===== src/rtl/fwd_hazard_unit.sv =====
// fwd_hazard_unit
// Operand forwarding and load-use hazard detection for a 5-stage pipeline.
// Keeps its own shadow copy of the EX/MEM/WB destination tags, generates
// per-operand forwarding selects, muxes the EX operands, raises a one-cycle
// load-use stall (inserting a bubble into EX), and counts stall cycles with
// a saturating counter.
//
// Ports:
//   clk, rst          clock, asynchronous active-high reset
//   id_valid          valid instruction in ID
//   id_rs             NUM_SRC source register addresses, operand i at [i*REG_AW +: REG_AW]
//   id_rd             destination register of the ID instruction
//   id_reg_write      ID instruction writes the register file
//   id_mem_read       ID instruction is a load
//   ex_data           NUM_SRC operand values from the ID/EX register
//   mem_data          ALU result held in EX/MEM
//   wb_data           writeback value held in MEM/WB
//   flush             kill the ID instruction
//   ext_stall         global pipeline freeze; all state holds
//   operand           forwarded EX operands
//   fwd_sel           per-operand select: 00 ID/EX, 01 EX/MEM, 10 MEM/WB
//   load_use_stall    hold PC and IF/ID this cycle
//   stall_count       saturating count of load-use stall cycles

module fwd_hazard_unit #(
   parameter int DATA_W  = 32,
   parameter int NUM_SRC = 2,
   parameter int REG_AW  = 5,
   parameter int CNT_W   = 16
) (
   input  logic                        clk,
   input  logic                        rst,
   input  logic                        id_valid,
   input  logic [NUM_SRC*REG_AW-1:0]   id_rs,
   input  logic [REG_AW-1:0]           id_rd,
   input  logic                        id_reg_write,
   input  logic                        id_mem_read,
   input  logic [NUM_SRC*DATA_W-1:0]   ex_data,
   input  logic [DATA_W-1:0]           mem_data,
   input  logic [DATA_W-1:0]           wb_data,
   input  logic                        flush,
   input  logic                        ext_stall,
   output logic [NUM_SRC*DATA_W-1:0]   operand,
   output logic [NUM_SRC*2-1:0]        fwd_sel,
   output logic                        load_use_stall,
   output logic [CNT_W-1:0]            stall_count
);

   localparam logic [1:0] SEL_EX  = 2'b00;
   localparam logic [1:0] SEL_MEM = 2'b01;
   localparam logic [1:0] SEL_WB  = 2'b10;

   // Shadow pipeline state
   logic                       ex_valid;
   logic [NUM_SRC*REG_AW-1:0]  ex_rs;
   logic [REG_AW-1:0]          ex_rd;
   logic                       ex_reg_write;
   logic                       ex_mem_read;

   logic                       mem_valid;
   logic [REG_AW-1:0]          mem_rd;
   logic                       mem_reg_write;
   logic                       mem_mem_read;

   logic                       wb_valid;
   logic [REG_AW-1:0]          wb_rd;
   logic                       wb_reg_write;

   logic                       mem_fwd_ok;
   logic                       wb_fwd_ok;
   logic                       hazard;
   logic                       rs_match;
   logic                       ex_bubble;

   // A load result is not yet available in EX/MEM, so MEM never forwards a load.
   assign mem_fwd_ok = mem_valid & mem_reg_write & (mem_rd != '0) & ~mem_mem_read;
   assign wb_fwd_ok  = wb_valid & wb_reg_write & (wb_rd != '0);

   always_comb begin
      logic [REG_AW-1:0] rs_i;
      logic [1:0]        sel;
      fwd_sel = '0;
      operand = '0;
      rs_i    = '0;
      sel     = SEL_EX;
      for (int i = 0; i < NUM_SRC; i++) begin
         rs_i = ex_rs[i*REG_AW +: REG_AW];
         sel  = SEL_EX;
         if (ex_valid) begin
            if (mem_fwd_ok && (mem_rd == rs_i))
               sel = SEL_MEM;
            else if (wb_fwd_ok && (wb_rd == rs_i))
               sel = SEL_WB;
         end
         fwd_sel[i*2 +: 2] = sel;
         case (sel)
            SEL_EX:  operand[i*DATA_W +: DATA_W] = ex_data[i*DATA_W +: DATA_W];
            SEL_MEM: operand[i*DATA_W +: DATA_W] = mem_data;
            SEL_WB:  operand[i*DATA_W +: DATA_W] = wb_data;
            default: operand[i*DATA_W +: DATA_W] = '0;
         endcase
      end
   end

   always_comb begin
      rs_match = 1'b0;
      for (int i = 0; i < NUM_SRC; i++) begin
         if (id_rs[i*REG_AW +: REG_AW] == ex_rd)
            rs_match = 1'b1;
      end
   end

   assign hazard         = id_valid & ex_valid & ex_mem_read & ex_reg_write &
                           (ex_rd != '0) & rs_match;
   assign load_use_stall = hazard & ~flush;
   assign ex_bubble      = flush | load_use_stall;

   always_ff @(posedge clk or posedge rst) begin
      if (rst) begin
         ex_valid      <= 1'b0;
         ex_rs         <= '0;
         ex_rd         <= '0;
         ex_reg_write  <= 1'b0;
         ex_mem_read   <= 1'b0;
         mem_valid     <= 1'b0;
         mem_rd        <= '0;
         mem_reg_write <= 1'b0;
         mem_mem_read  <= 1'b0;
         wb_valid      <= 1'b0;
         wb_rd         <= '0;
         wb_reg_write  <= 1'b0;
         stall_count   <= '0;
      end else if (!ext_stall) begin
         ex_valid      <= id_valid & ~ex_bubble;
         ex_rs         <= id_rs;
         ex_rd         <= id_rd;
         ex_reg_write  <= id_reg_write;
         ex_mem_read   <= id_mem_read;
         mem_valid     <= ex_valid;
         mem_rd        <= ex_rd;
         mem_reg_write <= ex_reg_write;
         mem_mem_read  <= ex_mem_read;
         wb_valid      <= mem_valid;
         wb_rd         <= mem_rd;
         wb_reg_write  <= mem_reg_write;
         if (load_use_stall && (stall_count != '1))
            stall_count <= stall_count + CNT_W'(1);
      end
   end

endmodule


===== config.mk =====
export PLATFORM = sky130hd
export DESIGN_NAME = fwd_hazard_unit
export DESIGN_NICKNAME = d
export VERILOG_FILES = /design/src/rtl/fwd_hazard_unit.sv
export SDC_FILE = /design/constraint.sdc
export NUM_CORES = 1
export LEC_CHECK = 0
export BUFFER_PORTS_ARGS = -buffer_cell sky130_fd_sc_hd__buf_2
export CAP_MARGIN = 20
export CELL_PAD_IN_SITES_DETAIL_PLACEMENT = 0
export CELL_PAD_IN_SITES_GLOBAL_PLACEMENT = 2
export CORE_UTILIZATION = 25
export DETAILED_ROUTE_END_ITERATION = 10
export PLACE_DENSITY_LB_ADDON = 0.1
export SLEW_MARGIN = 20
export SYNTH_ARGS = -nofsm -noshare
export SYNTH_HDL_FRONTEND = slang
export SYNTH_SLANG_ARGS = --single-unit

===== constraint.sdc =====
create_clock -name clk -period 6.68 [get_ports clk]
set_input_delay 1.336 -clock clk [delete_from_list [all_inputs] [get_ports clk]]
set_output_delay 1.336 -clock clk [all_outputs]
set_load 0.005 [all_outputs]

# Yosys cells after proc, flatten, opt, wreduce, memory -nomap -nowiden
# Index checks and enable logic that the tools add are counted.
[op_classes] n_addsub=1 eq_ne=11 n_mux=10 bitwise_logic=17 reduce_logical=11
[ops] operator="32-bit one-hot mux with 3 select lines" n=2
[ops] operator="5-bit equality test" n=6
[ops] operator="16-bit by 1-bit adder with 16-bit output, second input constant" n=1
[ops] operator="16-bit inequality test, second input constant" n=1
[ops] operator="5-bit nonzero test" n=3
[ops] operator="1-bit bitwise AND" n=12
[ops] operator="2-bit 2-to-1 mux" n=6
[ops] operator="1-bit logical AND" n=5
[ops] operator="2-bit by 1-bit equality test with 1-bit output, second input constant" n=2
[ops] operator="2-bit equality test, second input constant" n=2
[ops] operator="2-bit zero test" n=2
[ops] operator="1-bit NOT" n=4
[ops] operator="1-bit 2-to-1 mux" n=2
[ops] operator="2-bit AND reduction" n=1
[ops] operator="1-bit bitwise OR" n=1
[totals] ff_bits=49 out_inout_bits=85 wordCells=63

# Longest topological paths before layout
# Gate-level depths: netlist of run 1.
[depth] ltp_word=9 depth_mapped=9

# Least setup slack after synthesis of run 1
# No wires, ideal clock.
[synth_path] path_type="input-to-output" startpoint="input id_rs[4]" endpoint="output load_use_stall" t_arrival_ns=1.969 required_ns=5.344 setup_slack_ns=3.375 cell_stages=5 path_cell_list="xnor2_1 > nand3_1 > o22ai_1 > nand2_1 > nor2_1"
[synth_via] elab_chain_cells=5
[synth_lines] item="from (decl)" line_no="34" rtl="input logic [NUM_SRC*REG_AW-1:0] id_rs,"
[synth_lines] item="5-bit equality test" line_no="108" rtl="if (id_rs[i*REG_AW +: REG_AW] == ex_rd)"
[synth_lines] item="1-bit 2-to-1 mux (2 in a row)" line_no="108"
[synth_lines] item="1-bit bitwise AND" line_no="114" rtl="(ex_rd != '0) & rs_match;"
[synth_lines] item="1-bit bitwise AND" line_no="115" rtl="assign load_use_stall = hazard & ~flush;"
[synth_lines] item="to (decl)" line_no="45" rtl="output logic load_use_stall,"
# No other way between the ends.

# Worst setup path in the final report of run 1
[layout_path] startpoint="register mem_rd[1]" endpoint="output operand[61]"
[layout_via] elab_chain_cells=8 word_cells_on_any_way=11 cone_classes="3 x eq/ne; 3 x mux; 2 x bitwise; 3 x reduce/logical"
[layout_lines] item="from (decl)" line_no="61" rtl="logic [REG_AW-1:0] mem_rd;"
[layout_lines] item="from (signal assigned)" line_no="140" rtl="mem_rd <= ex_rd;"
[layout_lines] item="5-bit nonzero test" line_no="76" rtl="assign mem_fwd_ok = mem_valid & mem_reg_write & (mem_rd != '0) & ~mem_mem_read;"
[layout_lines] item="1-bit bitwise AND (2 in a row)" line_no="76"
[layout_lines] item="1-bit logical AND *" line_no="90" rtl="if (mem_fwd_ok && (mem_rd == rs_i))"
[layout_lines] item="2-bit 2-to-1 mux *" line_no="90"
[layout_lines] item="2-bit 2-to-1 mux *" line_no="89" rtl="if (ex_valid) begin"
[layout_lines] item="2-bit equality test (tied with other cells)" line_no="96" rtl="case (sel)"
[layout_lines] item="32-bit one-hot mux with 3 select lines *" line_no="96"
[layout_lines] item="to (decl)" line_no="43" rtl="output logic [NUM_SRC*DATA_W-1:0] operand,"
# Mark *: on every way between the ends. The rest lies on a longest branch, timed or not.

==> results of run 1 <==
[per-layer routing]
layer | vias to the layer above | GRT usage [%]
met2 | 139 | 31.77
met1 | 1858 | 20.57
li1 | 1893 | -
met3 | 9 | 3.736
met4 | 0 | 4.518
met5 | - | 0
[flip-flops by register name, summed over array words and instances (netlist names)]
name and flops:
ex_mem_read 1, ex_rd 5, ex_reg_write 1, ex_rs 10, ex_valid 1, mem_mem_read 1, mem_rd 5, mem_reg_write 1
mem_valid 1, stall_count 16, wb_rd 5, wb_reg_write 1, wb_valid 1
[final timing paths]
kind                                   endpoint  depth (start not counted)
worst max register to register  stall_count[13]                          7
worst min-delay path            stall_count[15]                          1
worst min register to register  stall_count[15]                          1
min in group asynchronous              ex_rd[1]                          2
max in group asynchronous        stall_count[5]                          2
worst max-delay path                operand[61]                          9
[area by class of cell]
cell class / count / area (µm²)
clock buffers: 5 / 125.1
fillers: 1607 / 9356
multi-input cells: 311 / 2295
clock inverters: 1 / 5.005
well taps: 184 / 230.2
repair buffers: 240 / 1216
diodes: 2 / 5.005
flip-flops and latches: 49 / 1226
inverters: 5 / 20.02
[per-stage QoR]
stage,utilization (%),power [mW],cells
after floorplan,-,0.4601,394
after global placement,34.44,0.5555,789
after detailed placement,34.44,0.5574,789
after CTS,35.34,0.7944,795
after global routing,35.36,0.8290,796
final,35.38,0.7792,797
[power groups by stage]
stage	sequential (mW)	combinational [mW]	clock, mW
after global placement	0.362	0.194	0
after floorplan	0.353	0.107	0
final	0.356	0.192	0.231
after CTS	0.357	0.196	0.242
after global routing	0.362	0.214	0.254
after detailed placement	0.363	0.195	0
[cell usage in the layout (no fill, tap or decap), types with 9 or more instances in the layout]
cell | netlist | final
o32ai_1 | 32 | 32
dfrtp_1 | 49 | 49
xnor2_1 | 20 | 20
or2b_1 | 11 | 11
o221a_1 | 30 | 30
nand2b_1 | 21 | 21
nand2_1 | 10 | 10
nor2_1 | 77 | 77
mux2_2 | 33 | 33
xor2_1 | 24 | 24
nand3_1 | 11 | 11
buf_2 | 8 | 234
nor3_1 | 9 | 9
[synth_stat cells]
master / number
mux2_2: 33
nor4_1: 5
nand3_1: 11
nor2_1: 77
buf_4: 1
and3_1: 2
o221a_1: 30
nand3b_1: 1
a2111oi_4: 1
a32o_1: 1
o22ai_1: 1
nor3_4: 1
a21oi_1: 2
xor2_1: 24
or3_1: 1
nand4_2: 1
nand3_2: 1
mux2_1: 1
or2_1: 2
or2b_1: 11
buf_2: 8
xnor2_1: 20
nand4_1: 7
o21ai_1: 1
o32ai_1: 32
nor3_1: 9
inv_1: 4
nand2b_1: 21
dfrtp_1: 49
inv_2: 1
clkbuf_1: 16
and4_1: 1
a21oi_2: 1
ha_1: 1
nand2_1: 10
o221a_2: 2
buf_6: 4
[logic make-up after synthesis]
logic type                 Yosys count  share of synthesized area [%]
AOI/OAI and AO/OA                   71                          19.20
xor gates and xnor gates            44                          10.45
adders and majority gates            1                         0.3392
buffers and inverters               34                          4.647
DFF                                 49                          33.24
muxes                               34                          10.38
and+or+nand+nor                    161                          21.74
==> flow_summary.json, run 1 <==
{
  "dr.pass1.iters": 5,
  "setup-tns-final_ns": 0,
  "drc": 0,
  "routed_wl_um": 14070,
  "max-clock-path-buffers": 2,
  "crit_buf_inv": 3,
  "grt_util_all_layers_pct": 17.46,
  "whs_ns": 0.4990,
  "setup_viol": 0,
  "final_nets": 763,
  "synth_top_area_cell": "dfrtp_1",
  "via_per_inst": 4.892,
  "core_region_area_um2": 14480,
  "hold_viol_final": 0,
  "clk_pin_slew_ns": 0.06,
  "synth-seq-area-share_pct": 33.24,
  "max_stage_delay_ns": 0.67,
  "clkLatencyLatePin_ns": 0.28,
  "htree_levels": 2,
  "grt_pass1_vias": 3668,
  "seqPwrFrac_pct": 45.7,
  "top_layer": "met4",
  "clkSinkCount": 49,
  "dieArea_um2": 15240,
  "io_pins": 235,
  "grt-ovfl-total": 0,
  "sw_frac_of_total_pct": 27.29,
  "syn_avg_cell_area_um2": 9.362,
  "cts_tree": "done",
  "dp_hpwl_um": 10690,
  "critPathLaunch": "mem_rd[1]",
  "fmax_ghz": 0.2245,
  "rsz0062_at_grt": "false",
  "die_h_um": 123.5,
  "skew_ns": 0.002912,
  "final_area_um2": 5122,
  "status": "finished clean",
  "ys_ff_latch": 49,
  "fp-row-count": 44,
  "fin_crit_ns": 4.453,
  "crit_type": "reg2out",
  "gp_congestion": 0.7448,
  "start_kind": "register",
  "intPower_uw": 566.5,
  "yosysWarnings": 0,
  "post_cts_buffers": 0,
  "syn_nets": 545,
  "p_comb_share_pct": 24.6,
  "min_period_over_period_pct": 66.67,
  "syn_inst": 394,
  "routedWlPerCell_um": 17.65,
  "drive_gt1_share_pct": 47.30,
  "path_max_fanout": 33,
  "p_clk_share_pct": 29.7,
  "syn-cell-area_um2": 3689,
  "synthTopCellsByArea": "dfrtp_1 (33%), mux2_2 (10%), o221a_1 (9.2%), nor2_1 (7.8%), o32ai_1 (7.6%)",
  "io_buffer_count": 234,
  "fp.dieW_um": 123.5,
  "ctsHoldBuffers": 0,
  "cts_resized": 0,
  "min_path_type": "reg2reg",
  "timing.final.ws_setup_ns": 2.227,
  "relSlewSlack_pct": 43.49,
  "synthDistinctLibCells": 37,
  "grt_pass1_wl_um": 20300,
  "cellPowerDensity_nw_per_um2": 152.1,
  "cpLargestDelayFamily": "simple AND/OR/NAND/NOR gates",
  "antenna_left": 0,
  "dp_slack_ns": 2.498,
  "power.leakage_nw": 2.378,
  "hold_start": "stall_count[15]",
  "worstMarginPinSlew_ns": 0.8476,
  "cp.required_ns": 5.34,
  "route.met3.wl_um": 1022,
  "synth_top_cell_area_share_pct": 33.24,
  "cts-root-buf": "clkbuf_16",
  "initialDrtViolationCount": 193,
  "placed_cell_area_um2": 4986,
  "reg2reg_slack_ns": 4.40,
  "r2r_start": "stall_count[0]",
  "worstPathArrival_ns": 3.12,
  "drv_slew": 0,
  "wl_met1_um": 5713,
  "antenna_found_initial": 2,
  "switchingPower_uw": 212.7,
  "ir_worst_vdd_mv": 0.1569,
  "vias": 3899,
  "worstSetupEndpointType": "output pin",
  "wl_met2_um": 7160,
  "area_growth_pct": 38.87,
  "grt_max_degree": 50,
  "cts_buffers": 5,
  "initial_core_util_pct": 25.48,
  "crit_chain": "xnor2_1, nand3_1, nor3_4, nand3_2, inv_2, or2_1, buf_4, o221a_1, buf_2",
  "critPathSlowestCell": "nand3_2",
  "maxCapViolations": 0
}
No activity file was read; power rests on OpenSTA's default activity.
==> inputs of run 2 (changes only) <==
--- a/config.mk
+++ b/config.mk
@@ -9,7 +9,7 @@
 export CAP_MARGIN = 20
 export CELL_PAD_IN_SITES_DETAIL_PLACEMENT = 0
 export CELL_PAD_IN_SITES_GLOBAL_PLACEMENT = 2
-export CORE_UTILIZATION = 25
+export CORE_UTILIZATION = 21
 export DETAILED_ROUTE_END_ITERATION = 10
 export PLACE_DENSITY_LB_ADDON = 0.1
 export SLEW_MARGIN = 20
==> constraint.sdc (replaced) <==
create_clock -name clk -period 3.66 [get_ports clk]
set_input_delay 0.732 -clock clk [delete_from_list [all_inputs] [get_ports clk]]
set_output_delay 0.732 -clock clk [all_outputs]
set_load 0.005 [all_outputs]
==> run 2 against run 1 <==
Net effect:
- clock-buffer cell count is 1 higher
- combinational power up 83%
- critical path depth down 1
- hold slack got worse by 0.0075 ns
- non-clock buffer count rose by 4
- sequential share of layout area shrank 0.52 points
- cell area increased by 2.2%
- largest cell class unchanged
==> flow_summary.json, run 2 (synthesis results as in run 1) <==
{
  "fmax_ghz": 0.3052,
  "clkLatencyLatePin_ns": 0.29,
  "antenna_left": 0,
  "io_pins": 235,
  "worstSetupEndpointType": "output pin",
  "core_region_area_um2": 17240,
  "path_max_fanout": 20,
  "htree_levels": 2,
  "min_period_over_period_pct": 89.52,
  "dieArea_um2": 18100,
  "gp_congestion": 0.8061,
  "seqCellArea_um2": 1226,
  "ir_worst_vdd_mv": 0.2281,
  "power.leakage_nw": 2.410,
  "cp.required_ns": 2.93,
  "fp.dieW_um": 134.5,
  "status": "finished clean",
  "r2r_end": "stall_count[15]",
  "multi_input_area_um2": 2295,
  "grt_pass1_vias": 3874,
  "drv_slew": 0,
  "endpoint": "operand[53]",
  "ctsHoldBuffers": 0,
  "post_cts_buffers": 0,
  "final_cell_mix": "buf_2 (234), nor2_1 (77), dfrtp_1 (49)",
  "mostFrequentLayoutCell": "buf_2",
  "start_kind": "register",
  "nFillCells": 1878,
  "largest_register": "stall_count",
  "hold_viol_final": 0,
  "cts-root-buf": "clkbuf_16",
  "rsz0062_at_grt": "false",
  "final_nets": 767,
  "timing.final.ws_setup_ns": 0.3837,
  "cts_buffers": 5,
  "grt_max_degree": 50,
  "fp-row-count": 48,
  "drc": 0,
  "grt-ovfl-total": 0,
  "final_cells": 848,
  "largest_reg_flops": 16,
  "cts_tree": "done",
  "placed_cells": 834,
  "reg2regPathDepth": 7,
  "max-clock-path-buffers": 2,
  "via_per_inst": 4.656,
  "io_buffer_count": 234,
  "r2r_start": "stall_count[0]",
  "fin_crit_ns": 3.276,
  "cts_resized": 0,
  "routedWlPerCell_um": 17.54,
  "worstPathArrival_ns": 2.54,
  "antenna_found_initial": 5,
  "setup-tns-final_ns": 0,
  "hold-path-cell-count": 1,
  "grt_pass1_wl_um": 22450,
  "vias": 3948,
  "largestRegisters": "stall_count (16), ex_rs (10)",
  "dr.pass1.iters": 4,
  "die_h_um": 134.5,
  "routed_wl_um": 14870,
  "dp_slack_ns": 0.6895,
  "drive_gt1_share_pct": 47.81,
  "setup_viol": 0,
  "grt_util_all_layers_pct": 16.01,
  "clk_pin_slew_ns": 0.07,
  "crit_type": "reg2out",
  "critPathLaunch": "mem_rd[1]",
  "skew_ns": 0.007172,
  "cellPowerDensity_nw_per_um2": 282.4,
  "reg2reg_slack_ns": 1.37,
  "area_growth_pct": 41.96,
  "min_path_type": "reg2reg",
  "relSlewSlack_pct": 41.94,
  "dp_hpwl_um": 11390,
  "worstMarginPinSlew_ns": 0.8699,
  "initialDrtViolationCount": 125,
  "maxCapViolations": 0,
  "initial_core_util_pct": 21.40,
  "clkSinkCount": 49
}
run 2: final cells by class:
type,instances,share of cell area [%]
Sequential cell,49,23.42
Multi-Input combinational cell,311,43.82
Clock inverter,2,0.2628
Tap cell,225,5.376
Antenna cell,6,0.2867
Timing Repair Buffer,244,23.80
Clock buffer,6,2.652
Inverter,5,0.3823
run 2: critical path: stages, from the launching register on:
cell,delay (ns)
dfrtp_1,0.44
nor3_1,0.29
a21oi_2,0.15
a2111oi_4,0.39
buf_4,0.25
or2_1,0.13
buf_4,0.25
o221a_1,0.22
buf_2,0.12
run 2: worst min-delay path by stage:
stage | from | to | slack [ns]
3_5_place_dp | stall_count[15] | stall_count[15] | 0.48
2_1_floorplan | mem_mem_read | mem_mem_read | 0.47
4_1_cts | stall_count[15] | stall_count[15] | 0.49
5_1_grt | mem_mem_read | mem_mem_read | 0.52
6_report | stall_count[15] | stall_count[15] | 0.49
3_3_place_gp | stall_count[15] | stall_count[15] | 0.48
run 2: metrics by stage:
step / power (mW) / utilization, % / instance area (µm²) / hold WS (ns)
after global placement: 1.020 / 29.40 / 5067 / 0.4837
after CTS: 1.507 / 30.28 / 5220 / 0.4948
after global routing: 1.571 / 30.36 / 5234 / 0.5161
final: 1.479 / 30.38 / 5236 / 0.4915
after detailed placement: 1.020 / 29.40 / 5067 / 0.4820
after floorplan: 0.8397 / - / 3689 / 0.4699
run 2: where the power goes:
part / internal [mW] / switching (mW) / total (mW)
sequential: 0.589 / 0.0641 / 0.653
combinational: 0.200 / 0.151 / 0.352
clock: 0.272 / 0.202 / 0.474
total: 1.06 / 0.417 / 1.48
run 2: metal layers:
layer | vias to the layer above | global-route usage [%] | wire length, µm
met5 | - | 0 | 0
met4 | 0 | 6.429 | 323
met3 | 17 | 2.590 | 846
met2 | 162 | 26.48 | 7012
met1 | 1864 | 20.78 | 6688
li1 | 1905 | - | -
==> inputs of run 3 (changes only) <==
--- a/config.mk
+++ b/config.mk
@@ -9,7 +9,8 @@
 export CAP_MARGIN = 20
 export CELL_PAD_IN_SITES_DETAIL_PLACEMENT = 0
 export CELL_PAD_IN_SITES_GLOBAL_PLACEMENT = 2
-export CORE_UTILIZATION = 21
+export CORE_UTILIZATION = 25
+export CTS_CLUSTER_SIZE = 30
 export DETAILED_ROUTE_END_ITERATION = 10
 export PLACE_DENSITY_LB_ADDON = 0.1
 export SLEW_MARGIN = 20
==> constraint.sdc (replaced) <==
create_clock -name clk -period 3.9 [get_ports clk]
set_input_delay 0.78 -clock clk [delete_from_list [all_inputs] [get_ports clk]]
set_output_delay 0.78 -clock clk [all_outputs]
set_load 0.005 [all_outputs]
==> run 3 against run 2 <==
Net effect:
- largest power group unchanged
- hold slack better by 0.012 ns
- non-clock buffer count is 1 lower
- cell area is 1.8% lower
- worst setup slack better by 0.20 ns
- critical path depth is 1 lower
- cell count is 5.8% lower
==> flow_summary.json, run 3 (synthesis results as in run 1) <==
{
  "relSlewSlack_pct": 42.40,
  "seqCellArea_um2": 1226,
  "core_region_area_um2": 14480,
  "grt_pass1_vias": 3773,
  "nFillCells": 1551,
  "grt_util_all_layers_pct": 17.68,
  "start_kind": "register",
  "dp_slack_ns": 0.8531,
  "rsz0062_at_grt": "false",
  "multi_input_area_um2": 2295,
  "grt-ovfl-total": 0,
  "largest_register": "stall_count",
  "cts_buffers": 5,
  "dr.pass1.iters": 4,
  "path_max_fanout": 32,
  "min_period_over_period_pct": 84.92,
  "maxCapViolations": 0,
  "fin_crit_ns": 3.312,
  "power.leakage_nw": 2.393,
  "cts_tree": "done",
  "cts-root-buf": "clkbuf_16",
  "ctsHoldBuffers": 0,
  "largestRegisters": "stall_count (16), ex_rs (10)",
  "timing.final.ws_setup_ns": 0.5880,
  "io_buffer_count": 234,
  "hold_viol_final": 0,
  "fmax_ghz": 0.3019,
  "die_h_um": 123.5,
  "final_cell_mix": "buf_2 (234), nor2_1 (77), dfrtp_1 (49)",
  "io_pins": 235,
  "setup_viol": 0,
  "grt_pass1_wl_um": 20580,
  "clkLatencyLatePin_ns": 0.28,
  "grt_max_degree": 50,
  "dp_hpwl_um": 10800,
  "worstSetupEndpointType": "output pin",
  "clk_pin_slew_ns": 0.06,
  "min_path_type": "reg2reg",
  "dieArea_um2": 15240,
  "routedWlPerCell_um": 17.84,
  "fp-row-count": 44,
  "largest_reg_flops": 16,
  "worstPathArrival_ns": 2.53,
  "worstMarginPinSlew_ns": 0.8640,
  "via_per_inst": 4.894,
  "htree_levels": 2,
  "max-clock-path-buffers": 2,
  "clkSinkCount": 49,
  "cp.required_ns": 3.12,
  "mostFrequentLayoutCell": "buf_2",
  "drive_gt1_share_pct": 47.56,
  "gp_congestion": 0.7607,
  "antenna_left": 0,
  "post_cts_buffers": 0,
  "antenna_found_initial": 1,
  "initial_core_util_pct": 25.48,
  "drc": 0,
  "skew_ns": 0.004453,
  "status": "finished clean",
  "drv_slew": 0,
  "cellPowerDensity_nw_per_um2": 260.7,
  "area_growth_pct": 39.42,
  "cts_resized": 0,
  "ir_worst_vdd_mv": 0.2403,
  "initialDrtViolationCount": 146,
  "total_power_mw": 1.341,
  "final_nets": 766,
  "vias": 3910,
  "fp.dieW_um": 123.5,
  "setup-tns-final_ns": 0,
  "crit_type": "reg2out",
  "routed_wl_um": 14260
}
[run 3: layer usage]
layer,up-vias,wire length (µm),GRT usage [%],share of wire (%)
li1,1902,-,-,-
met1,1852,5622,20.08,39
met2,143,7427,33.10,52
met3,13,1038,3.506,7.3
met4,0,170,5.045,1.2
met5,-,0,0,0
[run 3: final timing paths]
check	endpoint	startpoint	cells past startpoint	slack, ns
max	operand[54]	mem_rd[2]	7	0.59
min	stall_count[15]	stall_count[15]	1	0.50
max reg2reg	stall_count[11]	stall_count[0]	7	1.64
min reg2reg	stall_count[15]	stall_count[15]	1	0.50
max in group asynchronous	stall_count[13]	rst	2	2.74
min in group asynchronous	ex_rd[1]	rst	2	0.63
[run 3: worst max-delay path, stage by stage (launching register included)]
cell and delay (ns):
dfrtp_1 0.44, nor3_1 0.32, a21oi_2 0.16, a2111oi_4 0.38
or2_1 0.14, buf_4 0.36, o221a_1 0.31, buf_2 0.13
[run 3: final cells by class]
class	count	area share, %
diodes	1	0.04866
well taps	184	4.477
inverters	5	0.3893
clock inverters	1	0.09732
repair buffers	243	24.09
clock buffers	5	2.433
flip-flops and latches	49	23.84
multi-input cells	311	44.62
[run 3: metrics by stage]
step / instances / instance area (µm²) / utilization, % / hold WS (ns)
detailed placement: 792 / 5009 / 34.59 / 0.4983
finish: 799 / 5142 / 35.52 / 0.5032
global placement: 792 / 5009 / 34.59 / 0.4876
global route: 798 / 5140 / 35.50 / 0.5399
floorplan: 394 / 3689 / - / 0.4699
CTS: 798 / 5139 / 35.49 / 0.5133
[run 3: power breakdown]
group | internal, mW | switching, mW | total, mW
registers | 0.553 | 0.0582 | 0.612
clock network | 0.229 | 0.171 | 0.400
logic | 0.188 | 0.141 | 0.329
